File: src/rtl/tx_pcs_sequencer.sv
// TX PCS sequencer. It sends the start-up COM run, then passes MAC symbols to the
// 8b/10b encoder, and it preempts the MAC with periodic SKP ordered sets.
module tx_pcs_sequencer #(
  parameter int SKP_INTERVAL = 1180,
  parameter int SKP_LEN      = 3,
  parameter int START_COMMAS = 4
) (
  input  logic       Bit_Rate_10,
  input  logic       Rst,
  input  logic       enable,
  input  logic       tx_valid,
  input  logic [7:0] data,
  input  logic       TXDataK,
  output logic       tx_ready,
  output logic [7:0] enc_data,
  output logic       enc_k,
  output logic       enc_enable,
  output logic       enable_PMA,
  output logic       skp_done
);

  localparam int IW = (SKP_INTERVAL > 1) ? $clog2(SKP_INTERVAL) : 1;
  localparam int CW = $clog2(START_COMMAS + 1);
  localparam int SW = (SKP_LEN > 1) ? $clog2(SKP_LEN) : 1;

  localparam logic [IW-1:0] INT_LAST   = IW'(SKP_INTERVAL - 1);
  localparam logic [CW-1:0] COMMA_LAST = CW'(START_COMMAS - 1);
  localparam logic [SW-1:0] SKP_LAST   = SW'(SKP_LEN - 1);

  localparam logic [7:0] K_COM = 8'hBC;
  localparam logic [7:0] K_SKP = 8'h1C;

  typedef enum logic [2:0] {
    IDLE,
    START,
    DATA,
    SKP_COM,
    SKP_SYM
  } state_t;

  state_t          state;
  logic [IW-1:0]   int_cnt;
  logic [CW-1:0]   comma_cnt;
  logic [SW-1:0]   skp_cnt;
  logic            skp_pending;

  // A pending SKP blocks the MAC from the slot that carries its COM onwards.
  assign tx_ready = (state == DATA) && enable && !skp_pending;

  always_ff @(posedge Bit_Rate_10) begin
    if (!Rst) begin
      state       <= IDLE;
      enc_data    <= 8'h00;
      enc_k       <= 1'b0;
      enc_enable  <= 1'b0;
      enable_PMA  <= 1'b0;
      skp_done    <= 1'b0;
      int_cnt     <= '0;
      comma_cnt   <= '0;
      skp_cnt     <= '0;
      skp_pending <= 1'b0;
    end else begin
      enable_PMA <= enable;
      skp_done   <= 1'b0;
      if (!enable) begin
        state       <= IDLE;
        enc_data    <= 8'h00;
        enc_k       <= 1'b0;
        enc_enable  <= 1'b0;
        int_cnt     <= '0;
        comma_cnt   <= '0;
        skp_cnt     <= '0;
        skp_pending <= 1'b0;
      end else begin
        case (state)
          IDLE: begin
            enc_data   <= 8'h00;
            enc_k      <= 1'b0;
            enc_enable <= 1'b0;
            comma_cnt  <= '0;
            state      <= START;
          end
          START: begin
            enc_data   <= K_COM;
            enc_k      <= 1'b1;
            enc_enable <= 1'b1;
            comma_cnt  <= comma_cnt + 1'b1;
            if (comma_cnt == COMMA_LAST) state <= DATA;
          end
          DATA: begin
            enc_enable <= 1'b1;
            if (skp_pending) begin
              // This is the COM slot of the ordered set. The interval counter holds.
              enc_data <= K_COM;
              enc_k    <= 1'b1;
              skp_cnt  <= '0;
              state    <= SKP_SYM;
            end else begin
              if (tx_valid && tx_ready) begin
                enc_data <= data;
                enc_k    <= TXDataK;
              end else begin
                enc_data <= 8'h00;
                enc_k    <= 1'b0;
              end
              if (int_cnt == INT_LAST) begin
                int_cnt     <= '0;
                skp_pending <= 1'b1;
              end else begin
                int_cnt <= int_cnt + 1'b1;
              end
            end
          end
          SKP_SYM: begin
            enc_data   <= K_SKP;
            enc_k      <= 1'b1;
            enc_enable <= 1'b1;
            if (skp_cnt == SKP_LAST) begin
              skp_done    <= 1'b1;
              skp_pending <= 1'b0;
              state       <= DATA;
            end else begin
              skp_cnt <= skp_cnt + 1'b1;
            end
          end
          default: begin
            enc_data   <= 8'h00;
            enc_k      <= 1'b0;
            enc_enable <= 1'b0;
            state      <= IDLE;
          end
        endcase
      end
    end
  end

endmodule
File: config.mk
export PLATFORM = sky130hd
export DESIGN_NAME = tx_pcs_sequencer
export DESIGN_NICKNAME = d
export VERILOG_FILES = /design/src/rtl/tx_pcs_sequencer.sv
export SDC_FILE = /design/constraint.sdc
export NUM_CORES = 1
export LEC_CHECK = 0
export ABC_AREA = 1
export CORE_MARGIN = 1.5
export CORE_UTILIZATION = 45
export CTS_BUF_LIST = sky130_fd_sc_hd__clkbuf_2 sky130_fd_sc_hd__clkbuf_4 sky130_fd_sc_hd__clkbuf_8
export DETAILED_ROUTE_END_ITERATION = 6
export GPL_ROUTABILITY_DRIVEN = 0
export GPL_TIMING_DRIVEN = 0
export PLACE_DENSITY_LB_ADDON = 0.3
export SLEW_MARGIN = 20
export SYNTH_ARGS = -nofsm -noshare
export SYNTH_HDL_FRONTEND = slang
export SYNTH_SLANG_ARGS = --single-unit
export TNS_END_PERCENT = 20
File: constraint.sdc
create_clock -name Bit_Rate_10 -period 1.8 [get_ports Bit_Rate_10]
set_input_delay 0.36 -clock Bit_Rate_10 [delete_from_list [all_inputs] [get_ports Bit_Rate_10]]
set_output_delay 0.36 -clock Bit_Rate_10 [all_outputs]
set_load 0.05 [all_outputs]
# Word-level counts from Yosys, hierarchy flattened
# Cells that the tools add are included.
dict set report totals {
  ff_bits 32
  input_bits 13
}
dict set report op_classes {
  n_addsub 3
  n_eq_ne 10
  n_mux 21
  bitwise 1
  reduce_logical 15
}
# cell n
set op_table {}
lappend op_table {{$pmux 8 s3} 1}
lappend op_table {{$mux 8} 2}
lappend op_table {{$pmux 3 s4} 1}
lappend op_table {{$add 11x1->11 const B} 1}
lappend op_table {{$eq 11x11->1 const B} 1}
lappend op_table {{$mux 11} 1}
lappend op_table {{$mux 3} 3}
lappend op_table {{$reduce_and 3->1} 3}
lappend op_table {{$ne 2x2->1 const B} 4}
lappend op_table {{$mux 1} 7}
lappend op_table {{$eq 3x2->1 const B} 2}
lappend op_table {{$pmux 3 s2} 1}
lappend op_table {{$reduce_and 2->1} 3}
lappend op_table {{$mux 2} 2}
lappend op_table {{$pmux 1 s2} 2}
lappend op_table {{$pmux 2 s2} 1}
lappend op_table {{$reduce_bool 2->1} 2}
lappend op_table {{$add 3x1->3 const B} 1}
lappend op_table {{$eq 3x1->1 const B} 1}
lappend op_table {{$eq 3x3->1 const B} 1}
lappend op_table {{$logic_and 1x1->1} 3}
lappend op_table {{$logic_not 3->1} 1}
lappend op_table {{$reduce_or 3->1} 1}
lappend op_table {{$add 2x1->2 const B} 1}
lappend op_table {{other kinds (4)} 4}

# Longest topological paths before layout
# Gate-level depths: netlist of the first run.
dict set report logic_depth {
  depth_word 7
  ltp_mapped 9
  ltp_nobuf 9
}

# Worst setup path after synthesis of the first run
# No wires, ideal clock.
dict set report synth_path {
  path_kind {register to register}
  startpoint {register state[2]}
  endpoint {register enc_data[2]}
  arrival_time_ns 1.442
  path_slack_ns 0.288
  stages_incl_launch_ff 10
  path_buffers 0
  cell_sequence {dfxtp_1 inv_2 nand3_4 inv_2 nand2_2 nor2_2 nand2_2 clkinv_2 nand2_1 a21oi_1}
}
dict set report synth_via {
  elab_chain_len 7
  elab_cells_between_ends 9
}
# item line_no
set synth_lines {}
lappend synth_lines {{start: declaration} 41} ;# state_t state;
lappend synth_lines {{start signal: assignment} 52} ;# state <= IDLE;
lappend synth_lines {{start signal: assignment} 66} ;# state <= IDLE;
lappend synth_lines {{start signal: assignment} 81} ;# state <= START;
lappend synth_lines {{$eq 3x2->1} 48} ;# assign tx_ready = (state == DATA) && enable && !skp_pending;
lappend synth_lines {{$logic_and 1x1->1 (2 in a row)} 48}
lappend synth_lines {{named net tx_ready} 14} ;# output logic tx_ready,
lappend synth_lines {{$logic_and 1x1->1} 99} ;# if (tx_valid && tx_ready) begin
lappend synth_lines {{$mux 8} 99}
lappend synth_lines {{$mux 8} 92} ;# if (skp_pending) begin
lappend synth_lines {{$pmux 8 s3} 75} ;# case (state)
lappend synth_lines {{end signal: assignment} 100} ;# enc_data <= data;
lappend synth_lines {{end: declaration} 15} ;# output logic [7:0] enc_data,
# The timed path passes the listed nets, and every way through them passes these cells.
# A chain may end at the register's enable or synchronous reset.

# Worst setup path after layout of the first run
dict set report layout_path {
  startpoint {register state[2]}
  endpoint {output tx_ready}
}
dict set report layout_via {
  elab_chain_len 3
}
# item line_no
set layout_lines {}
lappend layout_lines {{$eq 3x2->1} 48}
lappend layout_lines {{$logic_and 1x1->1 (2 in a row)} 48}
lappend layout_lines {{end: declaration} 14}
# Every way passes these cells.

==> summary.md, run 1 <==
| Metric | Value |
|---|---|
| Hold Crit Class | reg -> reg |
| Residual DRC | 0 |
| Crit-path max FO | 4 |
| Vias per cell | 4.781 |
| Fin util | 59.26% |
| Area contributors post-synth | dfxtp_1 (45%), nand2_1 (12%), nor2_1 (6.8%) |
| Grt ovf | 0 |
| Clock Latency Late Sink | 0.33 ns |
| DR iter-0 viols | 55 |
| CTS max path bufs | 2 |
| Root Driver | clkbuf_4 |
| Final hold violations | 0 |
| IO buf count | 25 |
| Worst vdd ir | 0.4641 mV |
| Starting Density | 47.31% |
| Yosys top cell by area | dfxtp_1 |
| Final Net Count | 246 |
| DIE HEIGHT | 59.43 um |
| Setup crit start kind | flip-flop |
| Ant diodes | 0 |
| Vias in the first global route | 1136 |
| GR Util All Layers | 19.12% |
| Syn Inst Count | 197 |
| Clock skew | 0.007917 ns |
| Crit path cell chain | inv_2 > nand3_4 > inv_4 > nand2_2 > nor2_2 > buf_6 |
| Yosys warning count | 0 |
| Mapped Area | 1433 um2 |
| Post-Place Worst Slack | -0.4804 ns |
| Max cap viols | 0 |
| Required @ worst endpoint | 1.44 ns |
| Die area | 3531 um2 |
| TritonCTS Buffers | 5 |
| Clock Sinks | 32 |
| WS Path Type | reg -> out |
| Setup WS post-layout | 0.1130 ns |
| Netlist cell types | 23 |
| Drt first pass iters | 4 |
| Slew at the pin closest to its max-slew limit | 0.5004 ns |
| Tcrit/Tclk final | 93.72% |
| Total Power | 1.293 mW |
| Synthesized net count | 214 |
| Power Density | 720.6 nW/um2 |
| WL final | 2899 um |
| Outcome | completed |
| Max Slew Vio Count | 0 |
| FMAX | 592.8 MHz |
| HPWL Detailed | 2164 um |
| Share of layout cells above drive strength 1 | 13.04% |
| CP peak stage delay | 0.34 ns |
| Period minus WS final | 1.687 ns |
| Mean Syn Cell Area | 7.272 um2 |
| Final setup fails | 0 |
| Fillers | 285 |
| Slowest CP cell | dfxtp_1 |
| Worst-path clk slew | 0.10 ns |
| Clock tree from TritonCTS | built |
| Area grow syn2layout | 25.24% |
| DRT antenna net count | 0 |
| Setup bufs post-CTS | 0 |
| Drt wl/cell | 10.58 um |
| CP endpoint kind | output pin |
| Initial antenna violation count | 0 |
| Die W | 59.43 um |
| Vias after detailed routing | 1310 |
| Relative slew margins | 66.77% |
| Htree depth | 2 |
| Largest net degree at the start of global routing | 11 |
| CORE AREA | 3028 um2 |
| Global-route wire length before repair | 4933 um |
| Post-synthesis sequential area ratio | 44.72% |
| Hold-fix buffers, CTS | 0 |
| Seq cells post-synth | 32 |
| Rows | 20 |
| Synth top area share | 44.72% |
| IO Pins | 26 |
| Pleak | 0.7786 nW |
| CP Data Arrival Time | 1.33 ns |
==> power breakdown <==
group,internal (mW),total (mW),switching (mW)
Clock,0.223,0.457,0.234
Sequential,0.717,0.722,0.00486
Combinational,0.0449,0.114,0.0694
==> layer usage <==
layer / GRT usage [%] / part of all wire, % / vias to the layer above
met4: 8.117 / 1.8 / 0
met5: 0 / 0 / -
met3: 7.205 / 5.9 / 5
met2: 29.83 / 45 / 32
li1: - / - / 687
met1: 23.48 / 47 / 586
==> cells in the final DEF (no fill, tap or decap), drive strengths merged <==
master	synthesis	layout
a21oi	18	18
a31oi	1	1
buf	1	2
clkbuf	1	9
clkdlybuf4s50	0	12
clkinv	1	1
dfxtp	32	32
dlygate4sd2	0	12
ha	4	4
inv	27	27
nand2	53	53
nand3	7	7
nand4	8	8
nor2	29	29
nor3	6	6
o21ai	4	4
or2	3	3
xor2	2	2
==> worst max-delay path: cells and delay by family (launching register included) <==
family        cells  cell delay (ns)
simple gates      3             0.29
buf+inv           3             0.36
flops             1             0.34
==> worst paths after layout <==
kind	start	endpoint	slack, ns	cells past startpoint
setup / recovery	state[2]$_SDFFE_PN0P_	tx_ready	0.11	6
hold / removal	comma_cnt[0]$_SDFFE_PN0P_	comma_cnt[0]$_SDFFE_PN0P_	0.46	1
setup reg to reg	int_cnt[0]$_SDFFE_PN0P_	int_cnt[10]$_SDFFE_PN0P_	0.31	9
hold reg to reg	comma_cnt[0]$_SDFFE_PN0P_	comma_cnt[0]$_SDFFE_PN0P_	0.46	1
==> cell type report <==
| type | count | area (um2) | area share, % |
|---|---|---|---|
| inverters | 28 | 108.9 | 6.067 |
| clock buffers | 8 | 66.31 | 3.696 |
| flip-flops and latches | 32 | 641.9 | 35.77 |
| well taps | 44 | 55.05 | 3.068 |
| multi-input cells | 135 | 670.6 | 37.38 |
| plain buffers | 2 | 15.01 | 0.8368 |
| repair buffers | 25 | 236.5 | 13.18 |
==> state kept, by name, indices dropped and copies added (netlist names) <==
signal / cells
skp_cnt: 2
int_cnt: 11
enc_enable: 1
skp_pending: 1
state: 3
skp_done: 1
enc_data: 8
comma_cnt: 3
enable_PMA: 1
enc_k: 1
==> logic make-up (layout without fill, tap and decap cells) <==
logic type / Yosys count / in the layout / share of synthesized area [%]
AND/OR/NAND/NOR: 106 / 106 / 33.97
flip-flops: 32 / 32 / 44.72
buffers and inverters: 30 / 63 / 8.470
AO/OA/AOI/OAI: 23 / 23 / 8.123
adder cells (fa/ha/maj): 4 / 4 / 3.494
XOR/XNOR: 2 / 2 / 1.223
==> synth_stat cells <==
| cell type | instances |
|---|---|
| nor2_4 | 1 |
| or2_0 | 1 |
| o21ai_0 | 4 |
| a31oi_1 | 1 |
| nand4_1 | 8 |
| ha_1 | 4 |
| xor2_1 | 2 |
| a21oi_1 | 18 |
| nor3_1 | 5 |
| inv_1 | 23 |
| clkbuf_1 | 1 |
| nor3_2 | 1 |
| or2_2 | 2 |
| nand3_4 | 1 |
| nand2_1 | 47 |
| nor2_2 | 2 |
| inv_2 | 4 |
| buf_6 | 1 |
| nand2_2 | 6 |
| clkinv_2 | 1 |
| nand3_1 | 6 |
| nor2_1 | 26 |
| dfxtp_1 | 32 |
==> metrics by stage <==
stage | instances | area (um2) | setup TNS, ns | hold WS, ns
after floorplan | 197 | 1433 | 0 | 0.4285
after global placement | 266 | 1738 | -0.4563 | 0.4475
after detailed placement | 266 | 1738 | -0.4804 | 0.4562
after CTS | 274 | 1784 | 0 | 0.4719
after global routing | 274 | 1794 | -0.002773 | 0.4962
final | 274 | 1794 | 0 | 0.4642
==> what timing repair did <==
item / in CTS / in global routing
resized for setup: 17 / 6
pin swaps: 0 / 0
endpoints found under the setup margin: 13 / 1
gates cloned: 0 / 0
endpoints found under the hold margin: 0 / 0
Note: power is estimated with default switching activity, not from simulation.
==> inputs of run 2 (changes only) <==
- CTS_CLUSTER_DIAMETER: default -> 40
==> results of run 2 <==
Same layout as run 1: the final DEF is identical, and so are final timing and power.
